`config.mk`:
```
export PLATFORM = sky130hd
export DESIGN_NAME = gpio_pin_conditioner
export DESIGN_NICKNAME = d
export VERILOG_FILES = /design/src/rtl/gpio_pin_conditioner.sv
export SDC_FILE = /design/constraint.sdc
export NUM_CORES = 1
export LEC_CHECK = 0
export BUFFER_PORTS_ARGS = -buffer_cell sky130_fd_sc_hd__buf_2
export CAP_MARGIN = 20
export CORE_MARGIN = 2
export CORE_UTILIZATION = 58
export DETAILED_ROUTE_END_ITERATION = 8
export PLACE_DENSITY = 0.83
export SYNTH_ARGS = -nofsm -noshare
export SYNTH_HDL_FRONTEND = slang
export SYNTH_SLANG_ARGS = --single-unit
```
`constraint.sdc`:
```
create_clock -name clk -period 7.28 [get_ports clk]
set_input_delay 0.364 -clock clk [delete_from_list [all_inputs] [get_ports clk]]
set_output_delay 0.364 -clock clk [all_outputs]
set_load 0.01 [all_outputs]
```
`src/rtl/gpio_pin_conditioner.sv`:
```
// Per-pin GPIO conditioning between the FPGA IO buffers and the register file:
// registered output/tristate drive, plus synchronise, glitch-filter and edge-capture on input.
module gpio_pin_conditioner #(
   parameter int WIDTH        = 8,
   parameter int SYNC_STAGES  = 2,   // legal range 2..4
   parameter int FILTER_WIDTH = 4
) (
   input  logic                    clk,
   input  logic                    reset,
   input  logic [WIDTH-1:0]        pin_i,
   output logic [WIDTH-1:0]        pin_o,
   output logic [WIDTH-1:0]        pin_t,
   input  logic [WIDTH-1:0]        out_value,
   input  logic [WIDTH-1:0]        out_enable,
   input  logic [FILTER_WIDTH-1:0] filter_limit,
   input  logic [WIDTH-1:0]        irq_rise_en,
   input  logic [WIDTH-1:0]        irq_fall_en,
   input  logic [WIDTH-1:0]        irq_clear,
   output logic [WIDTH-1:0]        in_value,
   output logic [WIDTH-1:0]        rise_pending,
   output logic [WIDTH-1:0]        fall_pending,
   output logic                    irq
);

   logic [WIDTH-1:0]        sync_q [SYNC_STAGES];
   logic [WIDTH-1:0]        sync_s;
   logic [FILTER_WIDTH-1:0] cnt_q  [WIDTH];
   logic [FILTER_WIDTH-1:0] cnt_d  [WIDTH];
   logic [WIDTH-1:0]        in_q, in_d;
   logic [WIDTH-1:0]        rise_q, rise_d;
   logic [WIDTH-1:0]        fall_q, fall_d;
   logic [WIDTH-1:0]        pin_o_q, pin_t_q;

   assign sync_s = sync_q[SYNC_STAGES-1];

   always_comb begin
      // NOTE: every combinational output gets a default before any branch, so no path can infer a latch.
      in_d   = in_q;
      rise_d = rise_q & ~irq_clear;
      fall_d = fall_q & ~irq_clear;
      for (int i = 0; i < WIDTH; i++) begin
         cnt_d[i] = '0;
         if (sync_s[i] != in_q[i]) begin
            // >= so that lowering filter_limit below a running count accepts at once
            if (cnt_q[i] >= filter_limit) begin
               in_d[i] = sync_s[i];
               if (sync_s[i] && irq_rise_en[i]) rise_d[i] = 1'b1;
               if (!sync_s[i] && irq_fall_en[i]) fall_d[i] = 1'b1;
            end else begin
               cnt_d[i] = cnt_q[i] + FILTER_WIDTH'(1);
            end
         end
      end
   end

   always_ff @(posedge clk or posedge reset) begin
      if (reset) begin
         for (int k = 0; k < SYNC_STAGES; k++) sync_q[k] <= '0;
         for (int i = 0; i < WIDTH; i++) cnt_q[i] <= '0;
         in_q    <= '0;
         rise_q  <= '0;
         fall_q  <= '0;
         pin_o_q <= '0;
         pin_t_q <= '1;   // every pad released to high-Z while in reset
      end else begin
         // NOTE: non-blocking assignments here so every flop samples pre-edge values; blocking would collapse the sync chain.
         sync_q[0] <= pin_i;
         for (int k = 1; k < SYNC_STAGES; k++) sync_q[k] <= sync_q[k-1];
         for (int i = 0; i < WIDTH; i++) cnt_q[i] <= cnt_d[i];
         in_q    <= in_d;
         rise_q  <= rise_d;
         fall_q  <= fall_d;
         pin_o_q <= out_value;
         pin_t_q <= ~out_enable;
      end
   end

   assign pin_o        = pin_o_q;
   assign pin_t        = pin_t_q;
   assign in_value     = in_q;
   assign rise_pending = rise_q;
   assign fall_pending = fall_q;
   assign irq          = |{rise_q, fall_q};

endmodule

```
==> flow_summary.ini, run 1 <==
[cts]
ctsHoldBuffers = 0
cts_setup_buffers = 0
cts_tree = done
cts.clk_slew.worst_paths_ps = 90
cts_buffers = 9
htreeDepth = 3
clk_latency_ps = 350
cts_resized = 0
cts_sinks = 88
root_buffer = clkbuf_8
clockBufferDepth = 2

[critical_path]
critPathMaxFanout = 3
crit_arrival_ps = 1750
path_class = reg -> out
cp-end-kind = output port
required_ps = 6920
start_kind = flip-flop

[sta]
period_share_pct = 29.1
fmax_mhz = 473
max_slew.worst_pin.slew_ps = 715
tns_ps = 0
drv_slew = 0
finalSetupViolCount = 0
rsz0062_at_grt = no
hold_viol = 0
slew_headroom_pct = 51.9
skew_ps = 11.5
min_period_ps = 2120
worst_slack_ps = 5160

[synth]
synth_warnings = 0
synth.avg_cell_area_um2 = 13.0
syn_nets = 407
synth.ff_latch_count = 88
synth_seq_area_share_pct = 54.2
synth.distinct_cells = 18
synthCells = 313
syn_area_um2 = 4080

[cells_and_area]
n_fill_cell = 491
stdcell_area_um2 = 4910
nets = 514
final_common_cell = buf_2
fin_util_pct = 72.3
layout-drive-gt1-share_pct = 36.0
area.growth.synth_to_final_pct = 20.4
diodes = 0
layout_common_cells = 94 x buf_2, 80 x dfrtp_1, 40 x nor2_1, 40 x ha_1, 35 x inv_1

[power_and_ir_drop]
ir_worst_vdd_v = 0.000177
p_leak_nw = 2.52
powerDensity_nw_per_um2 = 323

[drt]
wire_per_inst_um = 15.0
antenna_left = 0
drtPass1Iterations = 4
wl_um = 7820
vias = 2716
avgViaCountPerCell = 5.21
route.detailed.drc = 0
dr.first_iter.drc_count = 115

[run]
cap_viol_max_count = 0

[global_routing]
grt_pass1_wl_um = 13100
grtUsageTotal_pct = 22.5
grt_overflow = 0
antenna_found_initial = 0
grt_pass1_vias = 2948
grt_max_degree = 89

[placed_design]
place_area_um2 = 4680
hpwl_um = 5780
pre_cts_ws_ps = 5300
portBuffers = 94
gp_congestion = 0.795

[die]
io_pins = 95
die_h_um = 87.9
rows = 30
fp.dieW_um = 87.9
core-area_um2 = 6790
dieArea_um2 = 7720
start_util_pct = 60.1

[outcome]
status = completed

[min_path]
hold_path.class = in -> async
[metrics by stage]
stage               std cells  hold WS (ps)  power [mW]
floorplan                 313           331        1.11
global placement          504           332        1.22
detailed placement        504           338        1.25
CTS                       520          99.3        1.59
global route              521          92.5        1.69
finish                    521           111        1.59
[flip-flops by register name (all words and copies together) (netlist names)]
register / count
pin_t: 8
rise_pending: 8
sync_q: 8
sync_s: 8
pin_o: 8
in_value: 8
cnt_q: 32
fall_pending: 8
[Yosys cell counts (all sizes together)]
cell type,n,area [µm²]
a2111oi,8,220
ha,40,500
dfstp,8,210
o21a,8,60.1
mux2,8,120
o22ai,8,50.1
nor4,4,25.0
nor2b,16,100
xnor2,8,70.1
nand3,8,40.0
xor2,8,70.1
nor2,48,200
a32o,16,160
dfrtp,80,2000
nand2b,8,110
nand4,1,6.26
inv,36,135
[final cells by class]
class                      count  area, µm²  share of cell area [%]
clock buffer                  10        138                    2.80
clock inverter                 6       67.6                    1.38
inverter                      36        136                    2.78
multi-input combinational    189       1730                    35.3
sequential                    88       2210                    45.0
tap                           96        120                    2.45
timing repair buffer          96        505                    10.3
[power by group]
| group | total [mW] | internal, mW | switching [mW] |
|---|---|---|---|
| Clock | 0.342 | 0.169 | 0.173 |
| Combinational | 0.571 | 0.303 | 0.268 |
| Sequential | 0.674 | 0.583 | 0.0911 |
| Total | 1.59 | 1.05 | 0.532 |
[worst max-delay path, cell delays in order (launching register included)]
cell and delay, ps:
dfrtp_1 410, nor4_1 660, nand4_1 160, buf_2 180
[path summary, 6_finish.rpt]
| path | from | to | slack [ps] | cells after the start |
|---|---|---|---|---|
| max in group asynchronous | reset | pin_t[3] | 6520 | 4 |
| min in group clk | out_enable[5] | pin_t[5] | 110 | 2 |
| hold reg to reg | sync_q[13] | sync_s[5] | 350 | 0 |
| setup / recovery | fall_pending[2] | irq | 5160 | 3 |
| hold / removal | reset | cnt_q[9] | 110 | 3 |
| setup reg to reg | cnt_q[8] | in_value[5] | 5480 | 6 |
[routing by layer]
metal / part of all wire, % / global-route usage (%)
met1: 45 / 29.7
met2: 48 / 35.9
met3: 4.0 / 4.15
met4: 2.8 / 11.3
met5: 0 / 0
[cells by family after synthesis]
| logic type | count (synthesis) | synth area share (%) |
|---|---|---|
| compound gates | 40 | 12.0 |
| simple gates | 85 | 11.8 |
| mux | 8 | 2.94 |
| fa+ha+maj | 40 | 12.3 |
| buf+inv | 36 | 3.31 |
| xor+xnor | 16 | 3.43 |
| flops | 88 | 54.2 |
Note: power is estimated with default switching activity, not from simulation.
==> inputs of run 2 (changes only) <==
CORE_UTILIZATION = 54   (was 58)
PLACE_DENSITY = 0.78   (was 0.83)
clock period = 2 ns   (was 7.28 ns; I/O delays follow)
==> run 2 against run 1 <==
Against the previous run: global-route usage down 1.2 points; die area up 7.1%; register-to-register slack worse by 5300 ps; total power rose to 3.6 times the previous value; final cell count up 7.5%; clock skew up 1.8 ps; highest routed layer unchanged.
==> flow_summary.ini, run 2 (synthesized netlist as in run 1, its figures left out) <==
[min_path]
hold_path.class = in -> reg
hold_depth = 2

[sta]
fin_hold_ws_ps = 16.8
min_period_ps = 1790
tns_ps = 0
slew_headroom_pct = 62.5
period_share_pct = 89.5
max_slew.worst_pin.slew_ps = 557
hold_viol = 0
skew_ps = 13.3
fmax_mhz = 559
rsz0062_at_grt = no
drv_slew = 0
worst_slack_ps = 211
finalSetupViolCount = 0

[global_routing]
grt_max_degree = 46
grt_overflow = 0
grt_pass1_wl_um = 14000
grt_pass1_vias = 2995
antenna_found_initial = 0
grtUsageTotal_pct = 21.3

[drt]
routed.top_layer = met4
avgViaCountPerCell = 5.07
route.detailed.drc = 0
dr.first_iter.drc_count = 105
met3WireLength_um = 357
antenna_left = 0
m1WireLength_um = 3630
vias = 2841
wire_per_inst_um = 14.7
wl_um = 8210
drtPass1Iterations = 4
wl_met2_um = 4100

[cts]
htreeDepth = 3
cts_setup_buffers = 0
clk_latency_ps = 350
clockBufferDepth = 2
cts_tree = done
ctsHoldBuffers = 35
cts_buffers = 9
root_buffer = clkbuf_8
cts.clk_slew.worst_paths_ps = 100
cts_sinks = 88
cts_resized = 0

[power_and_ir_drop]
ir_worst_vdd_v = 0.000682
total_power_mw = 5.66
p_sw_share_pct = 34.2
p_comb_share_pct = 37.3
power.share.clock_pct = 19.6
p_int_mw = 3.72
p_sw_mw = 1.94
p_leak_nw = 2.64
powerDensity_nw_per_um2 = 1080
p_seq_share_pct = 43.1

[critical_path]
crit_family = flip-flops
crit_arrival_ps = 2040
critPathMaxFanout = 4
path_cells = inv_1, ha_1, nand2b_4, a2111oi_4, nor2_2, mux2_4
cp.depth = 6
required_ps = 2250
cp_slowest_cell = dfrtp_1
path_class = reg -> reg
cp-end-kind = flip-flop
slowest_delay_ps = 420
path_buf_inv = 1
r2r.worst_path.cells = 6
start_kind = flip-flop

[die]
fp.dieW_um = 90.9
core-area_um2 = 7290
dieArea_um2 = 8270
rows = 31
io_pins = 95
die_h_um = 90.9
start_util_pct = 56.0

[placed_design]
place_area_um2 = 4700
gp_congestion = 0.774
hpwl_um = 5700
dp.cells = 509
pre_cts_ws_ps = 203
portBuffers = 94

[cells_and_area]
area.growth.synth_to_final_pct = 28.0
diodes = 0
nets = 550
largest_reg_flops = 32
layout_common_cells = 94 x buf_2, 80 x dfrtp_1, 40 x nor2_1, 40 x ha_1
stdcell_area_um2 = 5220
stdcell_count = 560
fin_util_pct = 71.6
layout-drive-gt1-share_pct = 33.2
top_register = cnt_q
final_common_cell = buf_2

[outcome]
status = completed

[run]
cap_viol_max_count = 0
## run 2: layer usage
| layer | up-vias | track usage [%] |
|---|---|---|
| li1 | 1368 | - |
| met1 | 1387 | 28.4 |
| met5 | - | 0 |
| met2 | 73 | 35.0 |
| met3 | 13 | 4.17 |
| met4 | 0 | 7.32 |
## run 2: worst paths after layout
kind / start / endpoint / slack, ps
worst max-delay path: cnt_q[28] / in_value[0] / 210
worst max register to register: cnt_q[28] / in_value[0] / 210
worst min-delay path: irq_fall_en[1] / fall_pending[1] / 20
worst min register to register: sync_q[8] / sync_s[0] / 360
min in group asynchronous: reset / sync_s[5] / 460
max in group asynchronous: reset / cnt_q[18] / 1150
## run 2: worst register-to-register path, cell delays in order (launching register included)
cell and delay (ps):
dfrtp_1 420, inv_1 60, ha_1 260, nand2b_4 140, a2111oi_4 380, nor2_2 110, mux2_4 300
## run 2: layout make-up
type                            count  area, µm²
Timing Repair Buffer              132        843
Inverter                           36        139
Fill cell                         530       2070
Clock inverter                      6       45.0
Clock buffer                       10        128
Tap cell                           99        124
Sequential cell                    88       2210
Multi-Input combinational cell    189       1730
## run 2: power groups by stage
stage	clock network, mW	logic (mW)	registers [mW]
finish	1.11	2.11	2.44
global route	1.21	2.36	2.49
CTS	1.13	2.14	2.44
detailed placement	0	2.08	2.47
global placement	0	2.01	2.44
floorplan	0	1.57	2.46
==> inputs of run 3 (changes only) <==
CELL_PAD_IN_SITES_DETAIL_PLACEMENT = 0   (was not set)
CELL_PAD_IN_SITES_GLOBAL_PLACEMENT = 1   (was not set)
CORE_UTILIZATION = 43   (was 54)
==> run 3 against run 2 <==
Against the previous run: total power grew 4.1%; sequential power is essentially flat; clock skew shrank 6.1 ps; first-iteration DRC count decreased by 32%; sequential cell count did not move; utilization down 14 points; non-clock buffer count is 1 lower; wire length down 2.2%; clock power is 22% higher; global-route usage down 4.4 points; final cell count is 5.2% higher.
==> flow_summary.ini, run 3 (synthesized netlist as in run 1, its figures left out) <==
[cts]
cts_tree = done
htreeDepth = 3
root_buffer = clkbuf_8
cts_sinks = 88
clockBufferDepth = 2
clk_latency_ps = 340
cts_setup_buffers = 0
cts.clk_slew.worst_paths_ps = 90
cts_buffers = 9

[die]
core-area_um2 = 9240
die_h_um = 101
io_pins = 95
rows = 35
fp.dieW_um = 101
start_util_pct = 44.2
dieArea_um2 = 10300

[cells_and_area]
regArea_um2 = 2210
fin_util_pct = 57.6
layout-drive-gt1-share_pct = 33.3
final_common_cell = buf_2
stdcell_count = 589
diodes = 0
area.growth.synth_to_final_pct = 30.5
multiInputGateArea_um2 = 1730
top_register = cnt_q
largest_reg_flops = 32
n_fill_cell = 762
nets = 549
layout_common_cells = 94 x buf_2, 80 x dfrtp_1, 40 x nor2_1, 40 x ha_1, 35 x inv_1
stdcell_area_um2 = 5330

[drt]
wl_um = 8030
antenna_left = 0
dr.first_iter.drc_count = 71
wire_per_inst_um = 13.6
avgViaCountPerCell = 4.76
route.detailed.drc = 0
drtPass1Iterations = 4
vias = 2803

[sta]
rsz0062_at_grt = no
finalSetupViolCount = 0
skew_ps = 7.20
fmax_mhz = 552
period_share_pct = 90.6
max_slew.worst_pin.slew_ps = 661
tns_ps = 0
drv_slew = 0
hold_viol = 0
min_period_ps = 1810
slew_headroom_pct = 55.5

[placed_design]
portBuffers = 94
gp_congestion = 0.753
hpwl_um = 5760
dp.cells = 539
place_area_um2 = 4760

[global_routing]
antenna_found_initial = 0
grt_pass1_vias = 2932
grt_max_degree = 49
grt_pass1_wl_um = 13600
grtUsageTotal_pct = 16.9
grt_overflow = 0

[critical_path]
crit_arrival_ps = 1710
rr_startpoint = cnt_q[16]
required_ps = 1900
critPathMaxFanout = 3
path_class = reg -> out
path_buf_inv = 1
start_kind = flip-flop
path_cells = nor4_1, nand4_1, buf_2
cp_slowest_cell = nor4_1
worstSetupStartpoint = rise_pending[2]
slowest_delay_ps = 610
cp-end-kind = output port
crit_family = simple AND/OR/NAND/NOR gates

[min_path]
hold_path.class = in -> reg
hold_start = irq_fall_en[1]

[power_and_ir_drop]
ir_worst_vdd_v = 0.000515
total_power_mw = 5.89
powerDensity_nw_per_um2 = 1110
p_leak_nw = 2.67

[outcome]
status = completed

[run]
cap_viol_max_count = 0
## run 3: cell count changes in the layout (fill, tap and decap cells not counted)
| cell | previous run | this run |
|---|---|---|
| clkinvlp_4 | 4 | 2 |
| inv_6 | 2 | 0 |
| dlygate4sd3_1 | 35 | 34 |
| buf_4 | 3 | 1 |
| buf_12 | 0 | 2 |
| bufinv_16 | 0 | 2 |
| clkinv_4 | 0 | 3 |
| clkinv_2 | 1 | 0 |
## run 3: what timing repair did
action	CTS	global route
gates resized for setup	0	0
hold buffers	34	0
hold endpoints to repair	113	0
## run 3: layout make-up
class / count / area share (%)
multi-input combinational: 189 / 32.5
tap: 129 / 3.03
sequential: 88 / 41.5
timing repair buffer: 131 / 16.1
inverter: 36 / 2.61
clock inverter: 6 / 1.76
clock buffer: 10 / 2.40
## run 3: metal layers
| layer | vias to the layer above | wire length (µm) | GRT usage (%) |
|---|---|---|---|
| met2 | 87 | 3760 | 28.2 |
| li1 | 1366 | - | - |
| met4 | 0 | 95 | 5.30 |
| met3 | 11 | 477 | 4.00 |
| met5 | - | 0 | 0 |
| met1 | 1339 | 3700 | 22.0 |
## run 3: power by group
part	total [mW]	internal [mW]	switching [mW]
registers	2.43	2.12	0.306
logic	2.12	1.15	0.971
clock network	1.35	0.711	0.635
total	5.89	3.98	1.91
## run 3: through the flow
step	setup slack (ps)	hold WS [ps]
4_1_cts	185	1.23
5_1_grt	71.3	7.47
2_1_floorplan	323	126
3_5_place_dp	199	204
6_report	187	13.4
3_3_place_gp	252	203
## run 3: worst paths after layout
path                                    to  slack [ps]  cells past startpoint
hold reg to reg                  sync_s[7]         350                      0
hold / removal             fall_pending[1]          10                      2
setup / recovery                       irq         190                      3
setup reg to reg               in_value[3]         200                      6
min in group asynchronous         pin_o[3]         380                      4
max in group asynchronous         pin_t[6]        1340                      4
